$ cat src/rtl/axi4_stream_pkt_fifo_v2.sv
// ============================================================================
// Module   : axi4_stream_pkt_fifo_v2
// Brief    : Single-clock AXI4-Stream packet FIFO (passthrough / store-and-forward)
// Revision : 2.0
// ============================================================================
`default_nettype none

module axi4_stream_pkt_fifo_v2 #(
    parameter int DATA_WIDTH      = 32,
    parameter int USER_WIDTH      = 1,
    parameter int DEST_WIDTH      = 1,
    parameter int ID_WIDTH        = 1,
    parameter int WORDS_AMOUNT    = 8,
    parameter int MODE            = 1,
    parameter int ALMOST_FULL_LVL = WORDS_AMOUNT - 2,
    localparam int ADDR_WIDTH     = $clog2(WORDS_AMOUNT),
    localparam int KEEP_WIDTH     = DATA_WIDTH / 8
) (
    input  logic                  clk_i,
    input  logic                  rst_n_i,

    input  logic                  pkt_i_tvalid,
    output logic                  pkt_i_tready,
    input  logic [DATA_WIDTH-1:0] pkt_i_tdata,
    input  logic [KEEP_WIDTH-1:0] pkt_i_tstrb,
    input  logic [KEEP_WIDTH-1:0] pkt_i_tkeep,
    input  logic                  pkt_i_tlast,
    input  logic [USER_WIDTH-1:0] pkt_i_tuser,
    input  logic [DEST_WIDTH-1:0] pkt_i_tdest,
    input  logic [ID_WIDTH-1:0]   pkt_i_tid,

    output logic                  pkt_o_tvalid,
    input  logic                  pkt_o_tready,
    output logic [DATA_WIDTH-1:0] pkt_o_tdata,
    output logic [KEEP_WIDTH-1:0] pkt_o_tstrb,
    output logic [KEEP_WIDTH-1:0] pkt_o_tkeep,
    output logic                  pkt_o_tlast,
    output logic [USER_WIDTH-1:0] pkt_o_tuser,
    output logic [DEST_WIDTH-1:0] pkt_o_tdest,
    output logic [ID_WIDTH-1:0]   pkt_o_tid,

    output logic                  full_o,
    output logic                  empty_o,
    output logic                  almost_full_o,
    output logic                  drop_o,
    output logic [15:0]           drop_cnt_o,
    output logic [ADDR_WIDTH:0]   used_words_o,
    output logic [ADDR_WIDTH:0]   pkts_amount_o
);

    localparam int                c_word_width = DATA_WIDTH + 2 * KEEP_WIDTH + 1
                                               + USER_WIDTH + DEST_WIDTH + ID_WIDTH;
    localparam logic [ADDR_WIDTH:0] c_depth    = (ADDR_WIDTH + 1)'(WORDS_AMOUNT);
    localparam logic [ADDR_WIDTH:0] c_af_lvl   = (ADDR_WIDTH + 1)'(ALMOST_FULL_LVL);
    localparam logic [ADDR_WIDTH:0] c_ptr_one  = (ADDR_WIDTH + 1)'(1);

    typedef enum logic [1:0] {
        S_IDLE   = 2'd0,
        S_ACTIVE = 2'd1,
        S_DROP   = 2'd2
    } wr_state_t;

    logic [c_word_width-1:0] r_mem [WORDS_AMOUNT];
    logic [c_word_width-1:0] r_ram_q;
    logic [c_word_width-1:0] r_out;
    logic [c_word_width-1:0] w_in_word;

    logic [ADDR_WIDTH:0] r_wr_spec;
    logic [ADDR_WIDTH:0] r_wr_commit;
    logic [ADDR_WIDTH:0] r_rd_ptr;
    logic [ADDR_WIDTH:0] r_fetch_ptr;
    logic [ADDR_WIDTH:0] r_pkts;
    logic [ADDR_WIDTH:0] w_used;
    logic [ADDR_WIDTH:0] w_rd_limit;

    wr_state_t   r_state;
    logic        r_q_vld;
    logic        r_out_vld;
    logic        r_drop;
    logic [15:0] r_drop_cnt;

    logic w_full;
    logic w_in_hs;
    logic w_out_hs;
    logic w_wr_en;
    logic w_advance;
    logic w_commit;
    logic w_rewind;
    logic w_drop;
    logic w_avail;
    logic w_rd_en;
    logic w_out_load;

    assign w_in_word = {pkt_i_tid, pkt_i_tdest, pkt_i_tuser, pkt_i_tlast,
                        pkt_i_tkeep, pkt_i_tstrb, pkt_i_tdata};

    // Occupancy counts everything from the read pointer up to the speculative
    // write pointer, so words sitting in the read pipeline still hold their slot.
    assign w_used       = r_wr_spec - r_rd_ptr;
    assign w_full       = (w_used == c_depth);
    assign pkt_i_tready = (MODE == 0) ? !w_full : 1'b1;
    assign w_in_hs      = pkt_i_tvalid && pkt_i_tready;
    assign w_out_hs     = r_out_vld && pkt_o_tready;

    always_comb begin
        w_wr_en   = 1'b0;
        w_advance = 1'b0;
        w_commit  = 1'b0;
        w_rewind  = 1'b0;
        w_drop    = 1'b0;
        if (MODE == 0) begin
            w_wr_en   = w_in_hs;
            w_advance = w_in_hs;
            w_commit  = w_in_hs && pkt_i_tlast;
        end else if (pkt_i_tvalid && (r_state != S_DROP)) begin
            if (w_full) begin
                w_rewind = 1'b1;
                w_drop   = 1'b1;
            end else begin
                w_wr_en = 1'b1;
                if (pkt_i_tlast && (MODE == 2) && pkt_i_tuser[0]) begin
                    w_rewind = 1'b1;
                    w_drop   = 1'b1;
                end else begin
                    w_advance = 1'b1;
                    w_commit  = pkt_i_tlast;
                end
            end
        end
    end

    // Write-side FSM, pointers and packet/drop bookkeeping
    always_ff @(posedge clk_i or negedge rst_n_i) begin
        if (!rst_n_i) begin
            r_state     <= S_IDLE;
            r_wr_spec   <= '0;
            r_wr_commit <= '0;
            r_rd_ptr    <= '0;
            r_pkts      <= '0;
            r_drop      <= 1'b0;
            r_drop_cnt  <= '0;
        end else begin
            r_drop <= w_drop;
            if (w_drop && (r_drop_cnt != 16'hFFFF)) begin
                r_drop_cnt <= r_drop_cnt + 16'd1;
            end
            if (w_rewind) begin
                r_wr_spec <= r_wr_commit;
            end else if (w_advance) begin
                r_wr_spec <= r_wr_spec + c_ptr_one;
            end
            if (w_commit) begin
                r_wr_commit <= r_wr_spec + c_ptr_one;
            end
            if (w_out_hs) begin
                r_rd_ptr <= r_rd_ptr + c_ptr_one;
            end
            case ({w_commit, w_out_hs && pkt_o_tlast})
                2'b10:   r_pkts <= r_pkts + c_ptr_one;
                2'b01:   r_pkts <= r_pkts - c_ptr_one;
                default: r_pkts <= r_pkts;
            endcase
            if ((MODE != 0) && pkt_i_tvalid) begin
                case (r_state)
                    S_DROP: begin
                        if (pkt_i_tlast) begin
                            r_state <= S_IDLE;
                        end
                    end
                    default: begin
                        if (pkt_i_tlast) begin
                            r_state <= S_IDLE;
                        end else if (w_full) begin
                            r_state <= S_DROP;
                        end else begin
                            r_state <= S_ACTIVE;
                        end
                    end
                endcase
            end
        end
    end

    // Store-and-forward modes only expose words below the commit pointer.
    assign w_rd_limit = (MODE == 0) ? r_wr_spec : r_wr_commit;
    assign w_avail    = (r_fetch_ptr != w_rd_limit);
    assign w_out_load = r_q_vld && (!r_out_vld || pkt_o_tready);
    assign w_rd_en    = w_avail && (!r_q_vld || w_out_load);

    always_ff @(posedge clk_i) begin
        if (w_wr_en) begin
            r_mem[r_wr_spec[ADDR_WIDTH-1:0]] <= w_in_word;
        end
        if (w_rd_en) begin
            r_ram_q <= r_mem[r_fetch_ptr[ADDR_WIDTH-1:0]];
        end
    end

    always_ff @(posedge clk_i or negedge rst_n_i) begin
        if (!rst_n_i) begin
            r_fetch_ptr <= '0;
            r_q_vld     <= 1'b0;
            r_out_vld   <= 1'b0;
            r_out       <= '0;
        end else begin
            if (w_rd_en) begin
                r_fetch_ptr <= r_fetch_ptr + c_ptr_one;
            end
            if (w_rd_en) begin
                r_q_vld <= 1'b1;
            end else if (w_out_load) begin
                r_q_vld <= 1'b0;
            end
            if (w_out_load) begin
                r_out_vld <= 1'b1;
                r_out     <= r_ram_q;
            end else if (w_out_hs) begin
                r_out_vld <= 1'b0;
            end
        end
    end

    assign {pkt_o_tid, pkt_o_tdest, pkt_o_tuser, pkt_o_tlast,
            pkt_o_tkeep, pkt_o_tstrb, pkt_o_tdata} = r_out;

    assign pkt_o_tvalid  = r_out_vld;
    assign full_o        = w_full;
    assign empty_o       = !r_out_vld;
    assign almost_full_o = (w_used >= c_af_lvl);
    assign drop_o        = r_drop;
    assign drop_cnt_o    = r_drop_cnt;
    assign used_words_o  = w_used;
    assign pkts_amount_o = r_pkts;

endmodule

`default_nettype wire

$ cat config.mk
export PLATFORM = sky130hd
export DESIGN_NAME = axi4_stream_pkt_fifo_v2
export DESIGN_NICKNAME = d
export VERILOG_FILES = /design/src/rtl/axi4_stream_pkt_fifo_v2.sv
export SDC_FILE = /design/constraint.sdc
export NUM_CORES = 1
export LEC_CHECK = 0
export ABC_CLOCK_PERIOD_IN_PS = 9400
export CORE_AREA = 4 4 192 194
export DETAILED_ROUTE_END_ITERATION = 16
export DIE_AREA = 0 0 196 198
export PLACE_DENSITY = 0.78
export REMOVE_ABC_BUFFERS = 1
export SLEW_MARGIN = 20
export SYNTH_ARGS = -nofsm -noshare
export SYNTH_HDL_FRONTEND = slang
export SYNTH_SLANG_ARGS = --single-unit
export TNS_END_PERCENT = 10
$ cat constraint.sdc
create_clock -name clk_i -period 9.4 [get_ports clk_i]
set_input_delay 0.94 -clock clk_i [delete_from_list [all_inputs] [get_ports clk_i]]
set_output_delay 0.94 -clock clk_i [all_outputs]
set_load 0.05 [all_outputs]
## After elaboration in Yosys (flattened, before gate mapping)

Memories as Yosys holds them, arrays and structs flattened. A register that Yosys moved wholly into a read port is not among the register bits.
Cells that the tools add are included.

- Bits in writable memories: 352
- Flip-flop bits (word level): 85
- Memories kept: 1

Memories:

| memory | words | width | rd ports | clocked after Yosys merged registers in | write ports | RTL line | source |
|---|---|---|---|---|---|---|---|
| r_mem | 8 | 44 | 1 | 1 | 1 | 63 | `logic [c_word_width-1:0] r_mem [WORDS_AMOUNT];` |

- $add $sub $neg: 7
- Order comparisons: 1
- Equality and inequality tests: 8
- Multiplexer cells: 19
- Reductions and logical operators: 15

Operators with widths:

| kind | count |
|---|---|
| $add A16 B1 Y16 const B | 1 |
| $add A4 B1 Y4 const B | 4 |
| $ne A16 B16 Y1 const B | 1 |
| $mux W1 | 12 |
| $mux W2 | 4 |
| $mux W4 | 2 |
| $pmux W4 S2 | 1 |
| $reduce_bool A2 Y1 | 4 |
| $logic_and A1 B1 Y1 | 6 |
| $eq A2 B2 Y1 const B | 2 |
| $eq A4 B4 Y1 const B | 1 |
| $ge A4 B3 Y1 const B | 1 |
| $ne A2 B2 Y1 const B | 2 |
| $ne A4 B4 Y1 | 1 |
| $sub A4 B1 Y4 const B | 1 |
| $sub A4 B4 Y4 | 1 |
| $eq A2 B1 Y1 const B | 1 |
| $logic_not A1 Y1 | 2 |
| $logic_or A1 B1 Y1 | 2 |
| $reduce_and A2 Y1 | 1 |

## Logic depth before layout (Yosys ltp)

- Word-level depth: 6
- Depth in mapped cells: 16
- Gate-level depth less buffers: 15

## Least setup slack after synthesis

OpenSTA, ideal clock, no wires.

- Kind: flip-flop to flip-flop
- Start: register r_wr_spec[0]
- End: memory r_mem[0][0] (netlist name) (enable)
- Setup slack: 2.616 ns
- Path buffers: 2
- Data required time: 8.845 ns
- Library setup time: 0.555 ns
- Stages on the path, launching flop included: 11
- Arrival time: 6.229 ns
- Cell sequence: dfrtp_1 > clkbuf_1 > inv_1 > ha_1 > fa_1 > xor2_1 > nand3_1 > nor3_4 > nand2b_1 > buf_2 > nor4_1

- Longest elaborated chain between the ends: 6

RTL lines:

| what | RTL line | source |
|---|---|---|
| from (decl) | 68 | `logic [ADDR_WIDTH:0] r_wr_spec;` |
| from (signal assigned) | 148 | `r_wr_spec <= r_wr_commit;` |
| from (signal assigned) | 150 | `r_wr_spec <= r_wr_spec + c_ptr_one;` |
| $sub A4 B4 Y4 | 99 | `assign w_used = r_wr_spec - r_rd_ptr;` |
| $eq A4 B4 Y1 | 100 | `assign w_full = (w_used == c_depth);` |
| via full_o | 42 | `output logic full_o,` |
| $mux W1 | 116 | `if (w_full) begin` |
| $mux W1 | 115 | `end else if (pkt_i_tvalid && (r_state != S_DROP)) begin` |
| $mux W1 | 191 | `if (w_wr_en) begin` |
| $mux W1 (implied by the code) | 192 | `r_mem[r_wr_spec[ADDR_WIDTH-1:0]] <= w_in_word;` |
| to (decl) | 63 |  |

The timed path passes the listed nets, and every way through them passes these cells.

## Final worst setup path

- Start: register r_wr_spec[0]
- End: output full_o

- Longest elaborated chain between the ends: 2

RTL lines:

| what | RTL line |
|---|---|
| $sub A4 B4 Y4 | 99 |
| $eq A4 B4 Y1 | 100 |
| to (decl) | 42 |

Every way passes these cells.

==> qor.yml <==
synth_cell_types: 45
placedCellCount: 1419
post-cts-setup-buffers: 0
dieArea_sq_um: 38800
drtAntennaViolNets: 0
cts_hold_buf: 0
critPathMaxFanout: 10
rsz0062_at_grt: "false"
cts_resized: 0
diodes: 0
fp-row-count: 69
cts.sinks: 481
max_cap_violations: 0
seqCellArea_sq_um: 14000
tritoncts: "done"
cts_buffers: 47
multi_input_area_sq_um: 4160
synth-seq-cells: 481
cp-end-kind: "primary output"
relSlewSlack_pct: 34.9
finalMaxSlewViolations: 0
min_period_ns: 4.62
rr_worst_depth: 15
cts_htree_levels: 2
drt_first_pass_iters: 5
syn_avg_cell_area_sq_um: 21.3
crit-reg2reg-launch: "r_wr_spec[0]$_DFFE_PN0P_"
clock_latency_ns: 0.54
finClkSkew_ns: 0.0163
netlist_instances: 861
final_util_pct: 61.6
die_y_microns: 198
yosysWarnings: 0
layout_commonest_cell: "edfxtp_1"
clock.fmax_ghz: 0.216
status: "complete, no violations"
portBuffers: 120
synth_edf_count: 396
root_buffer: "clkbuf_16"
drc: 0
wl_mm: 34.0
grt_pass1_wl_mm: 52.9
ios: 122
die_w_microns: 196
core_area_sq_um: 35200
ys_seq_area_share_pct: 76.4
power_density_nw_per_um2: 349
hold_viol: 0
cts_max_path_buffers: 3
vdd_drop_max_mv: 0.545
post-route-period-util_pct: 49.2
area_growth_syn_to_layout_pct: 18.3
startpoint_type: "flip-flop"
min_path_type: "primary input to asynchronous set/reset pin"
async_flop_share_pct: 17.7
worst_pin_slew_ns: 0.977
crit_path_start: "r_wr_spec[0]$_DFFE_PN0P_"
gp_congestion: 0.794
antenna_found_initial: 1
grt_max_degree: 66
fin_cells: 1507
crit_required_ns: 8.46
p_leak_nw: 7.37
dpl.hpwl_mm: 18.5
grt_overflow: 0
r2r_end: "pkts_amount_o[2]$_DFFE_PN0P_"
r2r_slack_ns: 5.60
crit_end: "full_o"
crit_type: "flip-flop to primary output"
nFillCells: 2380
fin_setup_tns_ns: 0
synth_flop_cell: "edfxtp_1"
synth.cell_area_sq_um: 18300
final_cell_mix: "edfxtp_1 (396), clkdlybuf4s50_1 (119), mux2_2 (95), mux4_2 (88), dfrtp_1 (82)"
drt_iter0_markers: 608
layout.nets: 1066
clk_transition_reported_paths_ns: 0.07
via_count: 8558
routedWlPerCell_microns: 22.6
placed_cell_area_sq_um: 20100
drive_gt1_share_pct: 27.5
setup_violations: 0
viasPerCell: 5.68
grt_pass1_vias: 9122
track_usage_pct: 17.6
post-route-cell-area_sq_um: 21700
worstPathArrival_ns: 3.68
initial_core_util_pct: 52.1
[metrics by stage]
stage               hold WS, ns  setup WS, ns  power [mW]
floorplan                 0.456          2.59        5.05
global placement          0.458          5.49        5.70
detailed placement        0.464          5.38        5.78
CTS                       0.308          4.80        7.67
global route              0.317          4.57        7.93
finish                    0.308          4.78        7.57
[layout make-up]
class                   instances  share of cell area, %
clock buffers                  71                   6.39
repair buffers                134                   6.01
flip-flops and latches        481                   64.6
clock inverters                17                  0.830
inverters                      15                  0.283
multi-input cells             328                   19.2
well taps                     461                   2.66
[flip-flops by register name, indices dropped and copies added, names as in the netlist]
| register | cells |
|---|---|
| r_rd_ptr | 4 |
| drop_cnt_o | 16 |
| r_fetch_ptr | 4 |
| drop_o | 1 |
| r_out | 44 |
| r_q_vld | 1 |
| pkt_o_tvalid | 1 |
| r_ram_q | 44 |
| r_wr_commit | 4 |
| pkts_amount_o | 4 |
| r_state | 2 |
| r_mem | 352 |
| r_wr_spec | 4 |
[report_power, final]
part           total (mW)  switching [mW]  internal, mW  leakage, nW
clock network        1.86           0.756          1.10        0.755
logic                2.49            1.42          1.07         1.97
registers            3.22           0.288          2.93         4.64
[worst max-delay path: stages (launching register included)]
cell             delay (ns)
dfrtp_1                0.54
inv_1                  0.22
ha_1                   0.27
fa_1                   0.39
xor2_1                 0.24
nand3_1                0.17
nor3_4                 0.41
clkdlybuf4s50_1        0.90
[worst min path at each step]
| stage | from | to | cells past startpoint |
|---|---|---|---|
| floorplan | r_ram_q[0]$_DFFE_PP_ | r_out[0]$_DFFE_PN0P_ | 1 |
| global placement | r_ram_q[30]$_DFFE_PP_ | r_out[30]$_DFFE_PN0P_ | 1 |
| detailed placement | r_ram_q[31]$_DFFE_PP_ | r_out[31]$_DFFE_PN0P_ | 1 |
| CTS | rst_n_i | r_out[35]$_DFFE_PN0P_ | 1 |
| global route | rst_n_i | r_out[20]$_DFFE_PN0P_ | 1 |
| finish | rst_n_i | r_out[20]$_DFFE_PN0P_ | 1 |
[cell usage after synthesis, types with 9 or more instances]
library cell  count  area (sq um)
clkbuf_1         22          82.6
nor2_1           11          41.3
mux4_2           88          1980
buf_2            10          50.1
edfxtp_1        396         11900
inv_1            14          52.6
dfrtp_1          85          2130
xor2_1           13           114
and3_1           11          68.8
nand3_1          15          75.1
ha_1             10           125
mux2_2           95          1070
xnor2_1          18           158
nand2_1           9          33.8
[layer usage]
layer	GRT usage, %	up-vias	part of all wire (%)
met4	4.14	2	1.6
met2	29.5	236	51
met5	0	-	0.050
met3	3.59	45	5.2
li1	-	3756	-
met1	24.2	4519	42
[cell families (layout without fill, tap and decap cells)]
logic type | after synthesis | in the layout | synth area share (%)
AND/OR/NAND/NOR | 77 | 77 | 2.41
adder cells (fa/ha/maj) | 11 | 11 | 0.791
multiplexers | 188 | 188 | 16.9
other | 1 | 1 | 0.0204
buffers and inverters | 52 | 237 | 1.22
AO/OA/AOI/OAI | 20 | 20 | 0.689
XOR/XNOR | 31 | 31 | 1.48
flip-flops | 481 | 481 | 76.4
Power figures use the tool's default switching activity.
